**config.mk**
```make
export PLATFORM = sky130hd
export DESIGN_NAME = sync_fifo_burst_rd
export DESIGN_NICKNAME = d
export VERILOG_FILES = /design/src/rtl/sync_fifo_pkg.sv /design/src/rtl/sync_fifo_skid_buf.sv /design/src/rtl/sync_fifo_burst_rd.sv
export SDC_FILE = /design/constraint.sdc
export NUM_CORES = 1
export LEC_CHECK = 0
export ABC_AREA = 1
export BUFFER_PORTS_ARGS = -buffer_cell sky130_fd_sc_hd__buf_4
export CORE_MARGIN = 2
export CORE_UTILIZATION = 50
export CTS_CLUSTER_SIZE = 40
export DETAILED_ROUTE_END_ITERATION = 7
export GPL_TIMING_DRIVEN = 0
export PLACE_DENSITY = 0.84
export SLEW_MARGIN = 25
export SYNTH_ARGS = -nofsm -noshare
export SYNTH_HDL_FRONTEND = slang
export SYNTH_SLANG_ARGS = --single-unit
```
**constraint.sdc**
```tcl
create_clock -name clk -period 2 [get_ports clk]
set_input_delay 0.4 -clock clk [delete_from_list [all_inputs] [get_ports clk]]
set_output_delay 0.4 -clock clk [all_outputs]
set_load 0.02 [all_outputs]
```
**src/rtl/sync_fifo_pkg.sv**
```systemverilog
// Shared types and helpers for the sync_fifo read-side blocks.
//   burst_rd_state_e : FSM states of sync_fifo_burst_rd
//   SKID_DEPTH       : number of entries in the output skid buffer
//   burst_cnt_w()    : counter width for a modulo-n count, never below 1 bit
package sync_fifo_pkg;

  typedef enum logic [1:0] {
    IDLE  = 2'd0,
    BURST = 2'd1,
    FLUSH = 2'd2
  } burst_rd_state_e;

  localparam int SKID_DEPTH = 2;

  function automatic int burst_cnt_w(input int n);
    return (n <= 1) ? 1 : $clog2(n);
  endfunction

endpackage

```
**src/rtl/sync_fifo_skid_buf.sv**
```systemverilog
// Two-entry valid/ready output buffer for the burst read stage.
// Words are pushed with their burst-last tag and delivered strictly in order.
// The head word stays stable while m_valid=1 and m_ready=0.
//   clk, rstn     : clock, asynchronous active-low reset
//   push          : write {push_data, push_last} (only issued while space=1)
//   space         : buffer not full
//   cnt           : current occupancy (0..2)
//   m_valid/m_ready/m_data/m_last : output stream
module sync_fifo_skid_buf
  import sync_fifo_pkg::*;
#(
  parameter int W = 8
) (
  input  logic         clk,
  input  logic         rstn,
  input  logic         push,
  input  logic [W-1:0] push_data,
  input  logic         push_last,
  output logic         space,
  output logic [1:0]   cnt,
  output logic         m_valid,
  input  logic         m_ready,
  output logic [W-1:0] m_data,
  output logic         m_last
);

  typedef struct packed {
    logic [W-1:0] data;
    logic         last;
  } entry_t;

  entry_t     mem [SKID_DEPTH];
  entry_t     head;
  logic       wr_ptr;
  logic       rd_ptr;
  logic [1:0] buf_cnt;
  logic       pop;

  assign pop   = m_valid & m_ready;
  assign space = (buf_cnt != 2'(SKID_DEPTH));
  assign cnt   = buf_cnt;

  always_ff @(posedge clk or negedge rstn) begin
    if (!rstn) begin
      wr_ptr  <= 1'b0;
      rd_ptr  <= 1'b0;
      buf_cnt <= 2'd0;
    end else begin
      if (push) wr_ptr <= ~wr_ptr;
      if (pop)  rd_ptr <= ~rd_ptr;
      // push and pop together leave the occupancy unchanged
      if (push && !pop)      buf_cnt <= buf_cnt + 2'd1;
      else if (pop && !push) buf_cnt <= buf_cnt - 2'd1;
    end
  end

  // Storage is not reset; outputs are masked by m_valid instead.
  always_ff @(posedge clk) begin
    if (push) mem[wr_ptr] <= '{data: push_data, last: push_last};
  end

  assign head    = mem[rd_ptr];
  assign m_valid = (buf_cnt != 2'd0);
  assign m_data  = m_valid ? head.data : '0;
  assign m_last  = m_valid & head.last;

endmodule

```
**src/rtl/sync_fifo_burst_rd.sv**
```systemverilog
// Downstream read stage for sync_fifo_top. Drains the FIFO's show-ahead
// port into a valid/ready stream with an m_last burst marker. Full bursts
// of BURST_LEN beats start on almost-full; after TIMEOUT_CYCLES of
// non-empty idling the residue is flushed as single-beat bursts.
//   clk, rstn          : clock, asynchronous active-low reset
//   fifo_rddata        : FIFO head word (valid while fifo_empty=0)
//   fifo_empty         : FIFO empty flag
//   fifo_almost_full   : FIFO level >= FIFO_DEPTH-1
//   fifo_rden          : pop strobe, FIFO advances on the same edge
//   m_valid/m_ready/m_data/m_last : output stream
//   busy               : FSM not idle or output buffer occupied
module sync_fifo_burst_rd
  import sync_fifo_pkg::*;
#(
  parameter int FIFO_WIDTH     = 8,
  parameter int FIFO_DEPTH     = 4,
  parameter int BURST_LEN      = 3,
  parameter int TIMEOUT_CYCLES = 16
) (
  input  logic                  clk,
  input  logic                  rstn,
  input  logic [FIFO_WIDTH-1:0] fifo_rddata,
  input  logic                  fifo_empty,
  input  logic                  fifo_almost_full,
  output logic                  fifo_rden,
  output logic                  m_valid,
  input  logic                  m_ready,
  output logic [FIFO_WIDTH-1:0] m_data,
  output logic                  m_last,
  output logic                  busy
);

  localparam int BEAT_W  = burst_cnt_w(BURST_LEN);
  localparam int TIMER_W = $clog2(TIMEOUT_CYCLES + 1);

  localparam logic [BEAT_W-1:0]  LAST_BEAT = BEAT_W'(BURST_LEN - 1);
  localparam logic [TIMER_W-1:0] TMO_LAST  = TIMER_W'(TIMEOUT_CYCLES - 1);
  localparam logic [TIMER_W-1:0] TMO_MAX   = TIMER_W'(TIMEOUT_CYCLES);

  if (BURST_LEN < 1 || BURST_LEN > FIFO_DEPTH - 1) begin : g_bad_burst_len
    $error("sync_fifo_burst_rd: BURST_LEN must be in 1..FIFO_DEPTH-1");
  end
  if (TIMEOUT_CYCLES < 1) begin : g_bad_timeout
    $error("sync_fifo_burst_rd: TIMEOUT_CYCLES must be >= 1");
  end

  burst_rd_state_e     state_q, state_d;
  logic [BEAT_W-1:0]   beat_q, beat_d;
  logic [TIMER_W-1:0]  timer_q, timer_d;
  logic                pop;
  logic                pop_last;
  logic                buf_space;
  logic [1:0]          buf_cnt;

  // Only registered state, the registered buffer-space flag and the FIFO
  // flag feed the pop, so m_ready never reaches fifo_rden combinationally.
  assign pop       = ((state_q == BURST) || (state_q == FLUSH)) & ~fifo_empty & buf_space;
  assign fifo_rden = pop;
  assign busy      = (state_q != IDLE) | (buf_cnt != 2'd0);

  always_comb begin
    state_d  = state_q;
    beat_d   = beat_q;
    timer_d  = '0;
    pop_last = 1'b0;
    case (state_q)
      IDLE: begin
        if (!fifo_empty)
          timer_d = (timer_q == TMO_MAX) ? timer_q : timer_q + TIMER_W'(1);
        // almost-full wins over the timeout; timer clears on exit
        if (fifo_almost_full) begin
          state_d = BURST;
          beat_d  = '0;
          timer_d = '0;
        end else if (!fifo_empty && timer_q == TMO_LAST) begin
          state_d = FLUSH;
          timer_d = '0;
        end
      end
      BURST: begin
        if (pop) begin
          if (beat_q == LAST_BEAT) begin
            pop_last = 1'b1;
            state_d  = IDLE;
            beat_d   = '0;
          end else begin
            beat_d = beat_q + BEAT_W'(1);
          end
        end
      end
      FLUSH: begin
        // every flushed word is its own single-beat burst, so a new full
        // burst may begin on any cycle
        pop_last = 1'b1;
        if (fifo_empty) begin
          state_d = IDLE;
        end else if (fifo_almost_full) begin
          state_d = BURST;
          beat_d  = '0;
        end
      end
      default: state_d = IDLE;
    endcase
  end

  always_ff @(posedge clk or negedge rstn) begin
    if (!rstn) begin
      state_q <= IDLE;
      beat_q  <= '0;
      timer_q <= '0;
    end else begin
      state_q <= state_d;
      beat_q  <= beat_d;
      timer_q <= timer_d;
    end
  end

  sync_fifo_skid_buf #(
    .W (FIFO_WIDTH)
  ) u_skid (
    .clk       (clk),
    .rstn      (rstn),
    .push      (pop),
    .push_data (fifo_rddata),
    .push_last (pop_last),
    .space     (buf_space),
    .cnt       (buf_cnt),
    .m_valid   (m_valid),
    .m_ready   (m_ready),
    .m_data    (m_data),
    .m_last    (m_last)
  );

endmodule

```
# Yosys cells after proc, flatten, opt, wreduce, memory -nomap -nowiden
# Memory sizes are Yosys's and may differ from the RTL's.
# Index checks and enable logic that the tools add are counted.
classes:
  n_eq_ne: 12
  reduce_logical: 14
  shift: 0
  mul: 0
  add_sub_neg: 4
  mux: 25
  n_div: 0
  n_lt_le_gt_ge: 0
  bitwise_logic: 8
ops:
  columns: ["op", "n"]
  rows:
  - ["5-bit 2-to-1 mux", 5]
  - ["2-bit 2-to-1 mux", 12]
  - ["2-bit one-hot mux with 3 select lines", 2]
  - ["8-bit 2-to-1 mux", 1]
  - ["3-bit != test, second input constant", 2]
  - ["2-bit nonzero test", 3]
  - ["5-bit by 1-bit adder with 5-bit output, second input constant", 1]
  - ["5-bit by 4-bit == test with 1-bit output, second input constant", 1]
  - ["5-bit == test, second input constant", 1]
  - ["5-bit != test, second input constant", 1]
  - ["2-bit by 1-bit adder with 2-bit output, second input constant", 2]
  - ["1-bit bitwise AND", 4]
  - ["2-bit == test, second input constant", 2]
  - ["1-bit 2-to-1 mux", 4]
  - ["2-bit by 1-bit != test with 1-bit output, second input constant", 2]
  - ["2-bit != test, second input constant", 2]
  - ["4-bit AND reduction", 1]
  - ["1-bit logical AND", 3]
  - ["1-bit zero test", 3]
  - ["1-bit inverter", 3]
  - ["3-bit AND reduction", 1]
  - ["3-bit nonzero test", 1]
  - ["2-bit by 1-bit == test with 1-bit output, second input constant", 1]
  - ["2-bit zero test", 1]
  - ["4 further kinds", 4]
totals:
  latch_bits: 0
  elab_cells: 70
  mem_bits_ro: 0
  n_memories: 1
  input_bits: 13
  ff_bits: 13
  ramBits: 18
mem_list:
  columns: ["memory", "words", "word_bits", "rd", "rd_ports_with_merged_regs", "write_ports", "line", "rtl"]
  rows:
  - ["u_skid.mem", 2, 9, 1, 0, 1, "sync_fifo_skid_buf.sv:32", "entry_t mem [SKID_DEPTH];"]

# Depth between registers and ports, before layout
# Gate-level depths: netlist of the first run.
depth:
  word_depth: 8
  ltp_mapped: 11
  ltp_nobuf: 11

# Hierarchy
# A second synthesis of the first run with hierarchy kept.
unflattened:
  cells_unflattened: 162
  area_unflattened_um2: 1534.0
by_module_without_submodules:
  columns: ["mod", "area_per_inst_um2", "cells_per_inst", "instances"]
  rows:
  - ["sync_fifo_skid_buf", 902.1, 75, 1]
  - ["sync_fifo_burst_rd", 631.9, 87, 1]

# Worst setup path after synthesis of the first run
# Ideal clock, no wire load.
synth_timing:
  path_type: "register to register"
  from: "register state_q[0]"
  to: "register u_skid.buf_cnt[1], in the netlist u_skid.cnt[1]"
  t_required_ns: 1.869
  setup_slack_ns: 0.197
  period_less_slack_ns: 1.803
  t_arrival_ns: 1.672
  stages_incl_launch_ff: 11
  path_cell_list: "dfrtp_1 -> inv_1 -> ha_1 -> inv_1 -> nor2_2 -> nand2_2 -> inv_2 -> ha_1 -> a21oi_1 -> o21ai_0 -> xor2_1"
synth_via:
  elab_chain_cells: 7
  word_cells_on_any_way: 10
synth_rtl:
  columns: ["element", "line", "rtl"]
  rows:
  - ["start, declared", "sync_fifo_burst_rd.sv:47", "burst_rd_state_e state_q, state_d;"]
  - ["start signal, assigned", "sync_fifo_burst_rd.sv:112", "state_q <= state_d;"]
  - ["2-bit by 1-bit == test with 1-bit output / 2-bit == test (equally long branches)", "sync_fifo_burst_rd.sv:57", "assign pop = ((state_q == BURST) || (state_q == FLUSH)) & ~fifo_empty & buf_space;"]
  - ["1-bit logical OR *", "sync_fifo_burst_rd.sv:57", null]
  - ["1-bit bitwise AND * (2 in series)", "sync_fifo_burst_rd.sv:57", null]
  - ["net fifo_rden", "sync_fifo_burst_rd.sv:25", "output logic fifo_rden,"]
  - ["1-bit zero test", "sync_fifo_skid_buf.sv:53", "else if (pop && !push) buf_cnt <= buf_cnt - 2'd1;"]
  - ["1-bit logical AND", "sync_fifo_skid_buf.sv:53", null]
  - ["2-bit nonzero test (no line)", null, null]
  - ["end signal, assigned", "sync_fifo_skid_buf.sv:52", "if (push && !pop) buf_cnt <= buf_cnt + 2'd1;"]
  - ["end signal, assigned", "sync_fifo_skid_buf.sv:53", null]
  - ["end, declared", "sync_fifo_skid_buf.sv:36", "logic [1:0] buf_cnt;"]
# The timed path passes the listed nets; every way through them passes the cells marked *.
# A chain may end at the register's enable or synchronous reset.

# Worst setup path in the final report of the first run
layout_timing:
  from: "register state_q[0]"
  to: "output fifo_rden"
layout_via:
  elab_chain_cells: 4
  word_cells_on_any_way: 5
layout_rtl:
  columns: ["element", "line"]
  rows:
  - ["2-bit by 1-bit == test with 1-bit output / 2-bit == test (equally long branches)", "sync_fifo_burst_rd.sv:57"]
  - ["1-bit logical OR *", "sync_fifo_burst_rd.sv:57"]
  - ["1-bit bitwise AND * (2 in series)", "sync_fifo_burst_rd.sv:57"]
  - ["end, declared", "sync_fifo_burst_rd.sv:25"]
# Every way passes the cells marked *; elsewhere a longest branch is shown, timed or not.

==> impl_metrics.env, run 1 <==
export IMPL_drt_iter0_drc=61
export IMPL_rows=19
export IMPL_yosysWarnings=0
export IMPL_seq_area_frac_synth_pct=58.2
export IMPL_antenna_found_initial=0
export IMPL_finalCritPeriodShare_pct=95.7
export IMPL_vias=1144
export IMPL_cp_start_kind="register"
export IMPL_finClkSkew_ns=0.00675
export IMPL_fin_crit_ns=1.91
export IMPL_htreeDepth=2
export IMPL_first_pass_iters=4
export IMPL_whs_path_depth=1
export IMPL_clockBufferDepth=2
export IMPL_grt_pass1_vias=1118
export IMPL_ys_seq_elements=31
export IMPL_synth_area_per_cell_um2=9.79
export IMPL_n_antenna_cell=0
export IMPL_grt_pass1_wl_um=4710
export IMPL_io_buffers=24
export IMPL_p_leak_nw=0.828
export IMPL_grt_overflow_total=0
export IMPL_hold_viol_final=0
export IMPL_critPathCaptureType="output port"
export IMPL_syn_num_nets=172
export IMPL_setup_violations=0
export IMPL_reg2reg_to="u_skid.mem[1][3]"
export IMPL_hpwl_um=2120
export IMPL_required_ns=1.60
export IMPL_finalPower_mw=2.63
export IMPL_cts_tree="yes"
export IMPL_die_w_um=58.5
export IMPL_setup_reg_to_reg_worst_slack_ns=0.14
export IMPL_drv_slew=0
export IMPL_vias_per_cell=5.22
export IMPL_drc=0
export IMPL_hold_start="fifo_rddata[2]"
export IMPL_critPathMaxFanout=4
export IMPL_place_gp_congestion=0.819
export IMPL_layout_drive_gt1_share_pct=28.2
export IMPL_routed_wl_um=2890
export IMPL_whs_endpoint="u_skid.mem[0][3]"
export IMPL_start_util_pct=53.5
export IMPL_fin_nets=207
export IMPL_yosys_area_top_type="edfxtp_1"
export IMPL_grt_usage_pct=18.8
export IMPL_grt_max_degree=14
export IMPL_power_density_mw_per_mm2=1430
export IMPL_synth_cells=152
export IMPL_dp_slack_ns=-0.0131
export IMPL_cts_clk_slew_worst_paths_ns=0.10
export IMPL_ios=25
export IMPL_syn_to_final_growth_pct=23.5
export IMPL_clock_root_buffer="clkbuf_4"
export IMPL_netlist_area_mm2=0.00149
export IMPL_hold_class="input pin to register"
export IMPL_worst_pin_slew_ns=0.500
export IMPL_die_h_um=58.5
export IMPL_fin_ws_ns=0.0870
export IMPL_cts_sink_count=31
export IMPL_wl_per_cell_um=13.2
export IMPL_drv_cap=0
export IMPL_synth_top_cells_by_area="edfxtp_1 (36%), dfrtp_1 (22%), nand2_1 (9.3%), ha_1 (5.9%), inv_1 (4.5%)"
export IMPL_core_mm2=0.00278
export IMPL_clk_latency_ns=0.33
export IMPL_dieArea_mm2=0.00343
export IMPL_crit_type="register to output port"
export IMPL_cts_buffers_inserted=5
export IMPL_r2r_start="state_q[0]"
export IMPL_worstRegToRegCells=7
export IMPL_clock_fmax_ghz=0.523
export IMPL_ant_nets=0
export IMPL_max_slew_margin_rel_pct=66.6
export IMPL_cp_arrival_ns=1.51
export IMPL_status="finished, final reports clean"
export IMPL_vdd_ir_drop_worst_mv=0.949
export IMPL_synth_top_area_share_pct=36.3
export IMPL_synth_distinct_cells=22
## power by group
group	total, mW	switching (mW)	internal (mW)
combinational	1.22	0.766	0.458
clock	0.506	0.211	0.295
sequential	0.901	0.0624	0.839
## per-stage QoR
stage | setup TNS (ns) | cell area, um2 | hold WS, ns | utilization [%] | cells
floorplan | 0 | 1490 | 0.104 | - | 152
detailed placement | -0.115 | 1710 | 0.259 | 61.4 | 207
CTS | 0 | 1820 | 0.235 | 65.4 | 218
global route | -0.00249 | 1840 | 0.227 | 66.0 | 219
finish | 0 | 1840 | 0.252 | 66.0 | 219
global placement | 0 | 1710 | 0.252 | 61.4 | 207
## layout make-up
cell class	instances	area, um2
Buffer	1	7.51
Clock buffer	6	51.3
Clock inverter	2	35.0
Fill cell	211	945
Inverter	22	88.8
Multi-Input combinational cell	98	537
Sequential cell	31	866
Tap cell	31	38.8
Timing Repair Buffer	28	213
## worst max-delay path by stage
stage | start | endpoint | slack [ns] | cells past startpoint
2_1_floorplan | state_q[0] | u_skid.cnt[1] | 0.20 | 10
3_3_place_gp | state_q[0] | u_skid.mem[1][2] | 0.03 | 6
3_5_place_dp | state_q[0] | u_skid.mem[1][2] | -0.01 | 6
4_1_cts | state_q[1] | fifo_rden | 0.04 | 7
5_1_grt | state_q[0] | fifo_rden | -0.002 | 7
6_report | state_q[0] | fifo_rden | 0.09 | 7
## sequential cells by signal (all words and copies together) (netlist names)
signal / count
u_skid.cnt: 2
timer_q: 5
u_skid.wr_ptr: 1
u_skid.rd_ptr: 1
u_skid.mem: 18
state_q: 2
beat_q: 2
## timing repair
item | in CTS | in global routing
resized for setup | 0 | 4
hold buffers | 1 | 0
pin swaps | 0 | 0
setup endpoints to repair | 19 | 29
buffers inserted | 2 | 1
endpoints found under the hold margin | 13 | 0
## cell usage after synthesis (all sizes together)
cell type,n
xor2,3
a21oi,12
nand2,42
nor2,13
edfxtp,18
o21ai,6
clkinv,1
ha,7
nor3,4
nand3,9
inv,21
xnor2,1
dfrtp,13
nand4,1
buf,1
## placed cells by master (no fill, tap or decap), types with 2 or more instances in the layout
cell | Yosys | routed
nor2_1 | 10 | 8
nand3_1 | 8 | 8
o21ai_1 | 3 | 3
ha_1 | 7 | 7
inv_1 | 18 | 18
inv_2 | 3 | 2
nor3_1 | 2 | 2
buf_4 | 1 | 28
o21ai_0 | 3 | 3
clkbuf_4 | 0 | 5
nand2_1 | 37 | 37
edfxtp_1 | 18 | 18
dfrtp_1 | 13 | 13
xor2_1 | 3 | 3
nand2_2 | 5 | 5
a21oi_1 | 12 | 12
nor2_2 | 3 | 5
## metal layers
| layer | track usage (%) | part of all wire (%) | vias to the layer above | routed length [um] |
|---|---|---|---|---|
| met3 | 6.59 | 6.2 | 6 | 179 |
| met5 | 0 | 0 | - | 0 |
| met2 | 31.6 | 50 | 29 | 1450 |
| met4 | 6.98 | 1.5 | 0 | 44 |
| met1 | 22.2 | 42 | 540 | 1220 |
| li1 | - | - | 569 | - |
## worst max-delay path: stages (launching register included)
cell and delay, ns:
dfrtp_1 0.36, inv_1 0.06, ha_1 0.27, inv_1 0.05, nor2_2 0.11, nand2_2 0.10
inv_4 0.09, buf_4 0.14
## cell families (layout without fill, tap and decap cells)
kind of cell | after synthesis | count (layout) | synth area share [%]
buffers and inverters | 23 | 59 | 6.06
adder cells (fa/ha/maj) | 7 | 7 | 5.89
AO/OA/AOI/OAI | 18 | 18 | 6.06
flip-flops | 31 | 31 | 58.2
AND/OR/NAND/NOR | 69 | 69 | 21.4
XOR/XNOR | 4 | 4 | 2.36
(Power assumes the default switching activity.)
==> run 2: changes to the inputs <==
CELL_PAD_IN_SITES_DETAIL_PLACEMENT = 1   (was unset)
CELL_PAD_IN_SITES_GLOBAL_PLACEMENT = 1   (was unset)
CORE_ASPECT_RATIO = 1.1   (was unset)
CORE_UTILIZATION = 42   (was 50)
CTS_CLUSTER_DIAMETER = 150   (was unset)
PLACE_DENSITY = 0.9   (was 0.84)
==> impl_metrics.env, run 2 (synthesis gave the netlist of run 1 again) <==
export IMPL_status="finished, final reports clean"
export IMPL_fin_crit_ns=1.92
export IMPL_largest_reg_flops=18
export IMPL_routed_wl_um=3260
export IMPL_hold_class="input pin to register"
export IMPL_die_h_um=66.4
export IMPL_core_mm2=0.00336
export IMPL_rows=22
export IMPL_drc=0
export IMPL_crit_type="register to output port"
export IMPL_layout_common_cells="nand2_1 (37), buf_4 (30), edfxtp_1 (18)"
export IMPL_rsz0062_at_grt="true"
export IMPL_grt_usage_pct=18.3
export IMPL_grt_pass1_wl_um=5310
export IMPL_cp_arrival_ns=1.52
export IMPL_ant_nets=0
export IMPL_setup_reg_to_reg_worst_slack_ns=0.11
export IMPL_htreeDepth=2
export IMPL_syn_to_final_growth_pct=27.0
export IMPL_vias=1164
export IMPL_cp_start_kind="register"
export IMPL_dieArea_mm2=0.00403
export IMPL_mostFrequentLayoutCell="nand2_1"
export IMPL_drt_iter0_drc=19
export IMPL_grt_overflow_total=0
export IMPL_fin_util_pct=56.3
export IMPL_p_leak_nw=0.843
export IMPL_grt_pass1_vias=1225
export IMPL_max_slew_margin_rel_pct=64.8
export IMPL_clock_fmax_ghz=0.520
export IMPL_vdd_ir_drop_worst_mv=0.607
export IMPL_layout_drive_gt1_share_pct=30.4
export IMPL_cts_tree="yes"
export IMPL_clk_latency_ns=0.33
export IMPL_reg_largest_list="u_skid.mem: 18 flops, timer_q: 5 flops"
export IMPL_hold_viol_final=0
export IMPL_drv_cap=0
export IMPL_setup_violations=0
export IMPL_stdcell_area_mm2=0.00189
export IMPL_io_buffers=24
export IMPL_cts_sink_count=31
export IMPL_place_gp_congestion=0.777
export IMPL_grt_max_degree=14
export IMPL_wl_per_cell_um=13.7
export IMPL_postPlaceCellArea_mm2=0.00173
export IMPL_drv_slew=0
export IMPL_clock_root_buffer="clkbuf_4"
export IMPL_required_ns=1.60
export IMPL_cts_clk_slew_worst_paths_ns=0.10
export IMPL_critPathCaptureType="output port"
export IMPL_hold_slack_ns=0.251
export IMPL_vias_per_cell=4.87
export IMPL_power_density_mw_per_mm2=1440
export IMPL_top_register="u_skid.mem"
export IMPL_critPathMaxFanout=4
export IMPL_fin_nets=210
export IMPL_finalCritPeriodShare_pct=96.1
export IMPL_nFillCells=393
export IMPL_first_pass_iters=4
export IMPL_cts_buffers_inserted=5
export IMPL_antenna_found_initial=0
export IMPL_start_util_pct=44.3
export IMPL_finClkSkew_ns=0.00652
export IMPL_clockBufferDepth=2
export IMPL_worst_pin_slew_ns=0.527
export IMPL_ios=25
export IMPL_hpwl_um=2420
export IMPL_die_w_um=60.7
export IMPL_n_antenna_cell=0
==> run 2: power by group <==
| part | total (mW) | switching (mW) | internal [mW] |
|---|---|---|---|
| clock | 0.506 | 0.211 | 0.295 |
| combinational | 1.30 | 0.800 | 0.501 |
| sequential | 0.909 | 0.0692 | 0.839 |
| total | 2.72 | 1.08 | 1.64 |
==> run 2: timing repair <==
item	4_1_cts	5_1_grt
resized for setup	1	8
setup buffers	2	4
cloned	0	0
endpoints found under the hold margin	13	0
pin swaps	0	2
hold buffers	1	0
endpoints found under the setup margin	20	12
==> run 2: area by class of cell <==
| cell class | count | area, um2 | share of cell area, % |
|---|---|---|---|
| clock buffer | 6 | 51.3 | 2.72 |
| inverter | 22 | 88.8 | 4.70 |
| buffer | 1 | 7.51 | 0.397 |
| timing repair buffer | 31 | 239 | 12.6 |
| tap | 48 | 60.1 | 3.18 |
| clock inverter | 2 | 35.0 | 1.85 |
| multi-input combinational | 98 | 542 | 28.7 |
| sequential | 31 | 866 | 45.8 |
==> run 2: per-layer routing <==
layer	share of wire [%]	global-route usage, %	up-vias
met3	3.8	5.09	6
met1	40	19.0	567
met5	0	0	-
li1	-	-	568
met4	1.3	6.25	0
met2	55	34.1	23
==> run 2: path summary, 6_finish.rpt <==
| kind | startpoint | cells past startpoint | to |
|---|---|---|---|
| worst min register to register | u_skid.cnt[0] | 1 | u_skid.cnt[0] |
| worst max-delay path | state_q[0] | 7 | fifo_rden |
| max in group asynchronous | rstn | 2 | timer_q[3] |
| worst min-delay path | fifo_rddata[6] | 1 | u_skid.mem[0][7] |
| min in group asynchronous | rstn | 2 | state_q[1] |
| worst max register to register | state_q[0] | 7 | u_skid.mem[1][4] |
==> run 2: critical path, stage by stage, from the launching register on <==
cell and delay [ns]:
dfrtp_1 0.38, inv_2 0.05, ha_1 0.29, inv_2 0.05, nor2_4 0.11, nand2_2 0.11
inv_4 0.10, buf_6 0.12
==> run 2: through the flow <==
step	worst slack [ns]	total power [mW]	std cells	TNS, ns
global route	-0.0101	2.92	239	-0.0101
finish	0.0771	2.72	239	0
detailed placement	-0.0979	2.11	224	-1.38
floorplan	0.197	1.68	152	0
global placement	-0.00776	2.04	224	-0.0687
CTS	0.00280	2.65	235	0
